===== config.mk =====
export PLATFORM = sky130hd
export DESIGN_NAME = huffman_tree_builder
export DESIGN_NICKNAME = d
export VERILOG_FILES = /design/src/rtl/huffman_pkg.sv /design/src/rtl/huffman_cmp_swap.sv /design/src/rtl/huffman_tree_builder.sv
export SDC_FILE = /design/constraint.sdc
export NUM_CORES = 1
export LEC_CHECK = 0
export CELL_PAD_IN_SITES_DETAIL_PLACEMENT = 0
export CELL_PAD_IN_SITES_GLOBAL_PLACEMENT = 1
export CORE_AREA = 2 2 173 209
export DETAILED_ROUTE_END_ITERATION = 16
export DIE_AREA = 0 0 175 211
export PLACE_DENSITY_LB_ADDON = 0.1
export SKIP_LAST_GASP = 1
export SYNTH_ARGS = -nofsm -noshare
export SYNTH_HDL_FRONTEND = slang
export SYNTH_SLANG_ARGS = --single-unit

===== constraint.sdc =====
create_clock -name i_clk -period 3.7 [get_ports i_clk]
set_input_delay 0.74 -clock i_clk [delete_from_list [all_inputs] [get_ports i_clk]]
set_output_delay 0.74 -clock i_clk [all_outputs]
set_load 0.02 [all_outputs]

===== src/rtl/huffman_pkg.sv =====
// Shared types and width helpers for the Huffman code-length builder.
package huffman_pkg;

  typedef enum logic [2:0] {
    S_IDLE,
    S_LOAD,
    S_SORT,
    S_MERGE,
    S_DONE
  } state_t;

  // Weight width: the sum of n_sym counts of cnt_w bits always fits.
  function automatic int calc_w_w(input int n_sym, input int cnt_w);
    return cnt_w + $clog2(n_sym);
  endfunction

  function automatic int calc_len_w(input int n_sym);
    return $clog2(n_sym) + 1;
  endfunction

  localparam int DEF_N_SYM = 6;
  localparam int DEF_CNT_W = 8;

  // Tree node for the default build; the top re-declares it for its own parameters.
  typedef struct packed {
    logic [calc_w_w(DEF_N_SYM, DEF_CNT_W)-1:0] weight;
    logic [DEF_N_SYM-1:0]                      mask;
  } node_t;

endpackage


===== src/rtl/huffman_cmp_swap.sv =====
// One compare-exchange cell: puts the heavier node on the a side, ties keep order.
// Purely combinational; no flow control.
module huffman_cmp_swap
  import huffman_pkg::*;
#(
  parameter type T_NODE = node_t
) (
  input  logic  i_en,
  input  T_NODE i_a,
  input  T_NODE i_b,
  output T_NODE o_a,
  output T_NODE o_b
);

  logic w_swap;

  assign w_swap = i_en && (i_b.weight > i_a.weight);
  assign o_a    = w_swap ? i_b : i_a;
  assign o_b    = w_swap ? i_a : i_b;

endmodule


===== src/rtl/huffman_tree_builder.sv =====
// Huffman code-length builder: odd-even transposition sort, then merge the two lightest nodes.
// Multi-cycle start/busy/done handshake; HUFF_SKIP_ZERO_EN excludes zero-count symbols.
module huffman_tree_builder
  import huffman_pkg::*;
#(
  parameter  int N_SYM = 6,
  parameter  int CNT_W = 8,
  localparam int W_W   = calc_w_w(N_SYM, CNT_W),
  localparam int LEN_W = calc_len_w(N_SYM),
  localparam int AW    = $clog2(N_SYM + 1)
) (
  input  logic                   i_clk,
  input  logic                   i_rst_n,
  input  logic                   i_start,
  input  logic [N_SYM*CNT_W-1:0] i_counts,
  output logic                   o_busy,
  output logic                   o_done,
  output logic [N_SYM*LEN_W-1:0] o_code_len
);

  typedef struct packed {
    logic [W_W-1:0]   weight;
    logic [N_SYM-1:0] mask;
  } bnode_t;

  state_t                 r_state, w_state_nxt;
  logic [N_SYM*CNT_W-1:0] r_counts;
  bnode_t                 r_node      [N_SYM];
  bnode_t                 w_node_nxt  [N_SYM];
  bnode_t                 w_load_node [N_SYM];
  bnode_t                 w_ph        [N_SYM];
  bnode_t                 w_ca        [N_SYM-1];
  bnode_t                 w_cb        [N_SYM-1];
  logic [N_SYM-2:0]       w_en;
  logic [LEN_W-1:0]       r_len      [N_SYM];
  logic [LEN_W-1:0]       w_len_nxt  [N_SYM];
  logic [LEN_W-1:0]       w_load_len [N_SYM];
  logic [AW-1:0]          r_act, w_act_nxt, w_load_act;
  logic                   r_phase, w_phase_nxt, w_sorted_nxt;
  logic [N_SYM-1:0]       w_part, w_mrg_mask;

`ifdef HUFF_SKIP_ZERO_EN
  for (genvar i = 0; i < N_SYM; i++) begin : g_part
    assign w_part[i] = |r_counts[i*CNT_W +: CNT_W];
  end
`else
  assign w_part = '1;
`endif

  // Compact participating symbols to positions 0..act-1, preserving index order.
  always_comb begin
    int pos;
    pos = 0;
    for (int i = 0; i < N_SYM; i++) begin
      w_load_node[i] = '0;
      w_load_len[i]  = '0;
    end
    for (int i = 0; i < N_SYM; i++) begin
      if (w_part[i]) begin
        for (int p = 0; p < N_SYM; p++) begin
          if (p == pos) begin
            w_load_node[p].weight  = W_W'(r_counts[i*CNT_W +: CNT_W]);
            w_load_node[p].mask[i] = 1'b1;
          end
        end
        pos = pos + 1;
      end
    end
    w_load_act = AW'(pos);
    for (int i = 0; i < N_SYM; i++) begin
      if (pos == 1 && w_part[i]) w_load_len[i] = LEN_W'(1);
    end
  end

  for (genvar k = 0; k < N_SYM - 1; k++) begin : g_cell
    localparam logic PAR = logic'(k % 2);
    assign w_en[k] = (PAR == r_phase) && ((k + 1) < int'(r_act));
    huffman_cmp_swap #(.T_NODE(bnode_t)) u_cell (
      .i_en (w_en[k]),
      .i_a  (r_node[k]),
      .i_b  (r_node[k+1]),
      .o_a  (w_ca[k]),
      .o_b  (w_cb[k])
    );
  end

  // Each position is the a side of the active-parity cell or the b side of its left neighbour.
  for (genvar p = 0; p < N_SYM; p++) begin : g_ph
    localparam logic PAR = logic'(p % 2);
    if (p == 0) begin : g_first
      assign w_ph[p] = (PAR == r_phase) ? w_ca[p] : r_node[p];
    end else if (p == N_SYM - 1) begin : g_last
      assign w_ph[p] = (PAR == r_phase) ? r_node[p] : w_cb[p-1];
    end else begin : g_mid
      assign w_ph[p] = (PAR == r_phase) ? w_ca[p] : w_cb[p-1];
    end
  end

  always_comb begin
    w_node_nxt  = r_node;
    w_len_nxt   = r_len;
    w_act_nxt   = r_act;
    w_phase_nxt = r_phase;
    w_mrg_mask  = '0;
    case (r_state)
      S_LOAD: begin
        w_node_nxt  = w_load_node;
        w_len_nxt   = w_load_len;
        w_act_nxt   = w_load_act;
        w_phase_nxt = 1'b0;
      end
      S_SORT: begin
        w_node_nxt  = w_ph;
        w_phase_nxt = ~r_phase;
      end
      S_MERGE: begin
        for (int k = 0; k < N_SYM - 1; k++) begin
          if (int'(r_act) == k + 2) begin
            w_node_nxt[k].weight = r_node[k].weight + r_node[k+1].weight;
            w_node_nxt[k].mask   = r_node[k].mask | r_node[k+1].mask;
            w_node_nxt[k+1]      = '0;
            w_mrg_mask           = r_node[k].mask | r_node[k+1].mask;
          end
        end
        for (int i = 0; i < N_SYM; i++) begin
          if (w_mrg_mask[i]) w_len_nxt[i] = r_len[i] + LEN_W'(1);
        end
        w_act_nxt   = r_act - AW'(1);
        w_phase_nxt = 1'b0;
      end
      default: ;
    endcase
  end

  // Sortedness of the upcoming active range, so an ordered range spends no SORT cycle.
  always_comb begin
    w_sorted_nxt = 1'b1;
    for (int k = 0; k < N_SYM - 1; k++) begin
      if (((k + 1) < int'(w_act_nxt)) && (w_node_nxt[k+1].weight > w_node_nxt[k].weight))
        w_sorted_nxt = 1'b0;
    end
  end

  always_comb begin
    w_state_nxt = r_state;
    case (r_state)
      S_IDLE:  if (i_start) w_state_nxt = S_LOAD;
      S_LOAD: begin
        if (w_act_nxt <= AW'(1)) w_state_nxt = S_DONE;
        else if (w_sorted_nxt)   w_state_nxt = S_MERGE;
        else                     w_state_nxt = S_SORT;
      end
      S_SORT:  if (w_sorted_nxt) w_state_nxt = S_MERGE;
      S_MERGE: begin
        if (w_act_nxt == AW'(1)) w_state_nxt = S_DONE;
        else if (w_sorted_nxt)   w_state_nxt = S_MERGE;
        else                     w_state_nxt = S_SORT;
      end
      S_DONE:  w_state_nxt = S_IDLE;
      default: w_state_nxt = S_IDLE;
    endcase
  end

  always_ff @(posedge i_clk or negedge i_rst_n) begin
    if (!i_rst_n) r_state <= S_IDLE;
    else          r_state <= w_state_nxt;
  end

  always_ff @(posedge i_clk or negedge i_rst_n) begin
    if (!i_rst_n) begin
      r_counts <= '0;
      r_act    <= '0;
      r_phase  <= 1'b0;
      for (int i = 0; i < N_SYM; i++) begin
        r_node[i] <= '0;
        r_len[i]  <= '0;
      end
    end else begin
      if (r_state == S_IDLE && i_start) r_counts <= i_counts;
      r_act   <= w_act_nxt;
      r_phase <= w_phase_nxt;
      for (int i = 0; i < N_SYM; i++) begin
        r_node[i] <= w_node_nxt[i];
        r_len[i]  <= w_len_nxt[i];
      end
    end
  end

  assign o_busy = (r_state != S_IDLE);
  assign o_done = (r_state == S_DONE);

  for (genvar i = 0; i < N_SYM; i++) begin : g_out
    assign o_code_len[i*LEN_W +: LEN_W] = r_len[i];
  end

endmodule


* Word level (Yosys, flattened, before mapping) *
Index checks and enable logic that the tools add are counted.

word-level totals
  register bits after elaboration = 181
  input bits = 51
  logic and storage cells = 176

operators by class
  $add $sub $neg = 12
  order comparisons = 21
  eq/ne operators = 32
  muxes and demuxes = 48
  bitwise gates (word level) = 6
  reductions and logical operators = 35

operators by type and width
  cell                                                    count
  one-hot mux 102 bit (3 select lines)                    1
  two-way mux 17 bit                                      16
  two-way mux 34 bit                                      5
  > comparator 11 bit                                     10
  adder 11 bit                                            5
  one-hot mux 24 bit (2 select lines)                     1
  two-way mux 6 bit                                       6
  OR 6 bit                                                5
  adder 4 x 1 -> 4 bit (second input constant)            6
  two-way mux 4 bit                                       6
  AND reduction 4 bit                                     6
  logical AND 1 bit                                       16
  inequality test 2 x 1 -> 1 bit (second input constant)  8
  equality test 3 bit (second input constant)             5
  inequality test 3 x 2 -> 1 bit (second input constant)  5
  AND reduction 2 bit                                     7
  < comparator 2 x 3 -> 1 bit (first input constant)      4
  < comparator 3 bit (first input constant)               4
  two-way mux 3 bit                                       4
  inequality test 3 bit (second input constant)           4
  one-hot mux 3 bit (4 select lines)                      1
  inequality test 2 bit (second input constant)           5
  equality test 3 x 2 -> 1 bit (second input constant)    3
  equality test 3 x 1 -> 1 bit (second input constant)    2
  11 further kinds                                        19

* Depth between registers and ports, before layout *
  depth in word-level cells = 17
  mapped depth = 20
  mapped depth without buffers = 17

* Modules after synthesis *
A second synthesis with hierarchy kept.

second synthesis, totals
  cell total of the unflattened synthesis = 1,820
  area, all modules = 16,787.4 um2

modules (own cells, without submodules)
  module                times used  cells an instance  area an instance (um2)
  huffman_tree_builder  1           1,445              13,202.7
  huffman_cmp_swap      5           75                 716.9

* Least setup slack after synthesis *
OpenSTA, ideal clock, no wires.

  kind = register -> register
  from = register r_node[78] (netlist name)
  to = register r_state[0]
  arrival = 3.547 ns
  slack = 0.033 ns
  stages on the path, launching flop included = 19
  buffers on the path = 2
  period minus slack after synthesis = 3.667 ns
  path through = dfrtp_1 -> inv_1 -> ha_1 -> a21oi_1 -> o21ai_1 -> a2111o_1 -> buf_2 -> and2_4 -> buf_6 -> a222oi_1 -> o21ai_1 -> a221o_1 -> ha_1 -> nand4_1 -> a21oi_1 -> a211oi_1 -> o21ai_0 -> a32oi_1 -> a41o_1

RTL lines
  item                               RTL line                     RTL
  from (decl)                        huffman_tree_builder.sv:28   bnode_t r_node [N_SYM];
  from (signal, indexed assignment)  huffman_tree_builder.sv:183  r_node[i] <= w_node_nxt[i];
  to (signal assigned)               huffman_tree_builder.sv:166  else r_state <= w_state_nxt;
  to (decl)                          huffman_tree_builder.sv:26   state_t r_state, w_state_nxt;

==> results.md <==
* Outcome: complete, but fails checks
* Failing checks: negative setup slack
* I/O pin count at 77
* Initial core utilization at 0.428
* Core ar. at 34800 um^2
* Final setup fails at 1
* Worst r2r dst: r_state[0]$_DFFE_PN0P_
* Synthesized instance count at 1694
* Via count at 15699
* WP data required at 4.11 ns
* Diode count at 0
* Slew Limit Fails at 0
* FP Rows at 75
* Die area at 36900 um^2
* Net Switching at 11.0 mW
* Detailed Place HPWL at 47900 um
* Worst R2R Setup Slack at -0.46 ns
* Pre-CTS WS at -0.897 ns
* Inserted Clock Buffers at 17
* Largest net degree at the start of global routing at 68
* Reg-to-Reg Start: r_node[66]$_DFF_PN0_
* Crit Path Class: register to register
* Buffers on Ports at 76
* Initial antenna violation count at 0
* Clock Tree Buf Depth at 2
* Filler cells at 3163
* Leakage power at 9.79 nW
* Final core utilization at 0.600
* Clock Skews at 0.0114 ns
* Top_reg_cell synth: dfrtp_1
* Power density over the cells at 1110 nW/um^2
* Peak VDD IR at 0.525 mV
* Fin crit share at 1.12
* DR WL/cell at 22.3 um
* Area growth syn-to-layout at 40.2%
* Reg power frac at 0.141
* Post-route cell area at 20900 um^2
* Iteration-0 DRC Markers at 1103
* DRT Wirelength at 59900 um
* Clock power frac at 0.085
* Worst setup margin at -0.457 ns
* R2R depth at 17
* Sw Share at 0.474
* CTS tree: yes
* Hold-fix buffers at CTS at 0
* Sequential area share after synthesis at 0.304
* Synth Warn # at 0
* Worst Path Arrival at 4.57 ns
* Die height at 211 um
* Post-Syn Area per Cell at 8.80 um^2
* Drt drc at 0
* Gr usage total at 0.330
* Slew margin rel. at 0.344
* Nets at 2436
* Internal at 12.2 mW
* Yosys reg bits at 181
* Via-per-instance ratio at 5.85
* Clk sink count at 181
* Crit Path Max Fanout at 4
* Combinational power share at 0.774
* Hold crit path type: input pin to asynchronous set/reset pin
* CTS H-Tree Depth at 4
* Clock root buffer: clkbuf_16
* Antenna Violating Nets Remaining at 0
* Worst slew pin tran at 0.976 ns
* First-pass GRT wire length at 91700 um
* GPL Wtd Cong at 0.972
* Fmax at 0.241 GHz
* Placed cells at 2613
* CP startpoint kind: register
* Grt total ovfl at 0
* Async S/R FF share, synth at 1.00
* CP endpoint: r_state[0]$_DFFE_PN0P_
* Share of cells above drive strength 1 at 0.308
* Final hold vios at 0
* Min Tclk post-route at 4.16 ns
* Finished Layout Cells at 2684
* Chip Width at 175 um
* Synthesized area at 14900 um^2
* Critical Path Start: r_node[66]$_DFF_PN0_
* Worst-skew pair later-pin latency at 0.48 ns
* Setup crit end kind: register
* Vias in the first global route at 16024
* Hold WS at 0.240 ns
* Max Cap Violations at 0
* Router iterations before antenna repair at 6
* RSZ-0062 raised after global routing: true
* Clk slew on worst S/H paths at 0.08 ns
* Post-synth cell types at 90
* Syn nets at 1921
* Placed cell area at 19400 um^2
* Post-synth EDFFs at 0
critical path, stage by stage, from the launching register on:
cell and delay, ns:
dfrtp_1 0.40, buf_6 0.13, ha_4 0.27, nand4_1 0.16, a211oi_2 0.28, a2111o_1 0.30
and2_4 0.23, buf_6 0.11, o21ai_4 0.05, or2_4 0.26, buf_6 0.12, a221o_1 0.36
ha_4 0.29, nand4_1 0.27, nor2_2 0.19, nand4_1 0.21, a32oi_1 0.27, a41o_1 0.18
kinds of logic (layout without fill, tap and decap cells):
logic type	Yosys count	after routing	synth area share
buffers and inverters	177	704	0.0479
flip-flops	181	181	0.304
XOR/XNOR	40	40	0.0235
AND/OR/NAND/NOR	461	462	0.149
adder cells (fa/ha/maj)	176	176	0.150
multiplexers	57	57	0.0421
AO/OA/AOI/OAI	602	602	0.283
flip-flops by register name, indices dropped and copies added (netlist names):
signal,flops
r_node,102
r_counts,48
o_code_len,24
r_act,3
r_state,3
r_phase,1
routing by layer:
layer  track usage  routed length, um
met1         0.390              24300
met2         0.580              29600
met3        0.0328               2290
met4         0.195               3720
met5             0                  0
power groups by stage:
stage	logic, mW	registers, mW	clock network, mW
global route	19.4	3.37	2.08
floorplan	8.54	3.34	0
global placement	16.3	3.28	0
finish	18.0	3.28	1.97
CTS	17.2	3.26	2.01
detailed placement	16.5	3.29	0
layout by cell type, fill, tap and decap left out, types with 18 or more instances in the layout:
cell type / count
o22a_1: 18
clkdlybuf4s50_1: 75
a22oi_1: 21
nor2_1: 124
inv_1: 93
nand2b_1: 30
xor2_1: 22
a21oi_1: 97
o21a_1: 22
nand2_1: 117
dfrtp_1: 173
buf_4: 478
nor2b_1: 24
a22o_1: 24
o21ai_0: 130
nand3_1: 28
nor3_1: 30
mux2_2: 46
a31oi_1: 32
ha_4: 18
a21o_1: 33
ha_1: 151
xnor2_1: 18
nand4_1: 30
Yosys cell counts, types with 24 or more instances:
library cell / number / area (um^2)
dfrtp_1: 181 / 4530
ha_1: 171 / 2140
o21ai_0: 137 / 686
nor2_1: 129 / 484
nand2_1: 118 / 443
a21oi_1: 106 / 531
inv_1: 100 / 375
mux2_2: 46 / 518
clkbuf_1: 41 / 154
a31oi_1: 34 / 213
a21o_1: 33 / 248
nor3_1: 33 / 165
nand2b_1: 31 / 194
nand3_1: 31 / 155
nand4_1: 30 / 188
a22o_1: 24 / 210
buf_2: 24 / 120
nor2b_1: 24 / 150
layout make-up:
type	instances	area, um^2	area share
Timing Repair Buffer	570	4590	0.220
Sequential cell	181	4540	0.217
Tap cell	462	578	0.0277
Multi-Input combinational cell	1337	10200	0.489
Clock buffer	19	443	0.0212
Inverter	102	383	0.0183
Clock inverter	13	159	0.00760
worst min path at each step:
| stage | start | to | slack [ns] | cells after the start |
|---|---|---|---|---|
| global route | i_rst_n | r_counts[33]$_DFFE_PN0P_ | 0.27 | 1 |
| global placement | r_counts[42]$_DFFE_PN0P_ | r_counts[42]$_DFFE_PN0P_ | 0.49 | 1 |
| finish | i_rst_n | r_counts[33]$_DFFE_PN0P_ | 0.24 | 1 |
| floorplan | i_rst_n | o_code_len[0]$_DFFE_PN0P_ | 0.44 | 0 |
| detailed placement | r_counts[47]$_DFFE_PN0P_ | r_counts[47]$_DFFE_PN0P_ | 0.49 | 1 |
| CTS | i_rst_n | r_counts[33]$_DFFE_PN0P_ | 0.24 | 1 |
per-stage QoR:
step           total power, mW  TNS [ns]
2_1_floorplan             11.9         0
3_3_place_gp              19.6    -0.878
3_5_place_dp              19.8    -0.897
4_1_cts                   22.5    -0.380
5_1_grt                   24.8    -0.557
6_report                  23.2    -0.457
what timing repair did:
action / CTS / global route
resized for setup: 64 / 43
cloned: 1 / 0
pin swaps: 41 / 51
buffers inserted: 19 / 19
endpoints found under the setup margin: 1 / 1
hold endpoints to repair: 0 / 0
No activity file was read; power rests on OpenSTA's default activity.
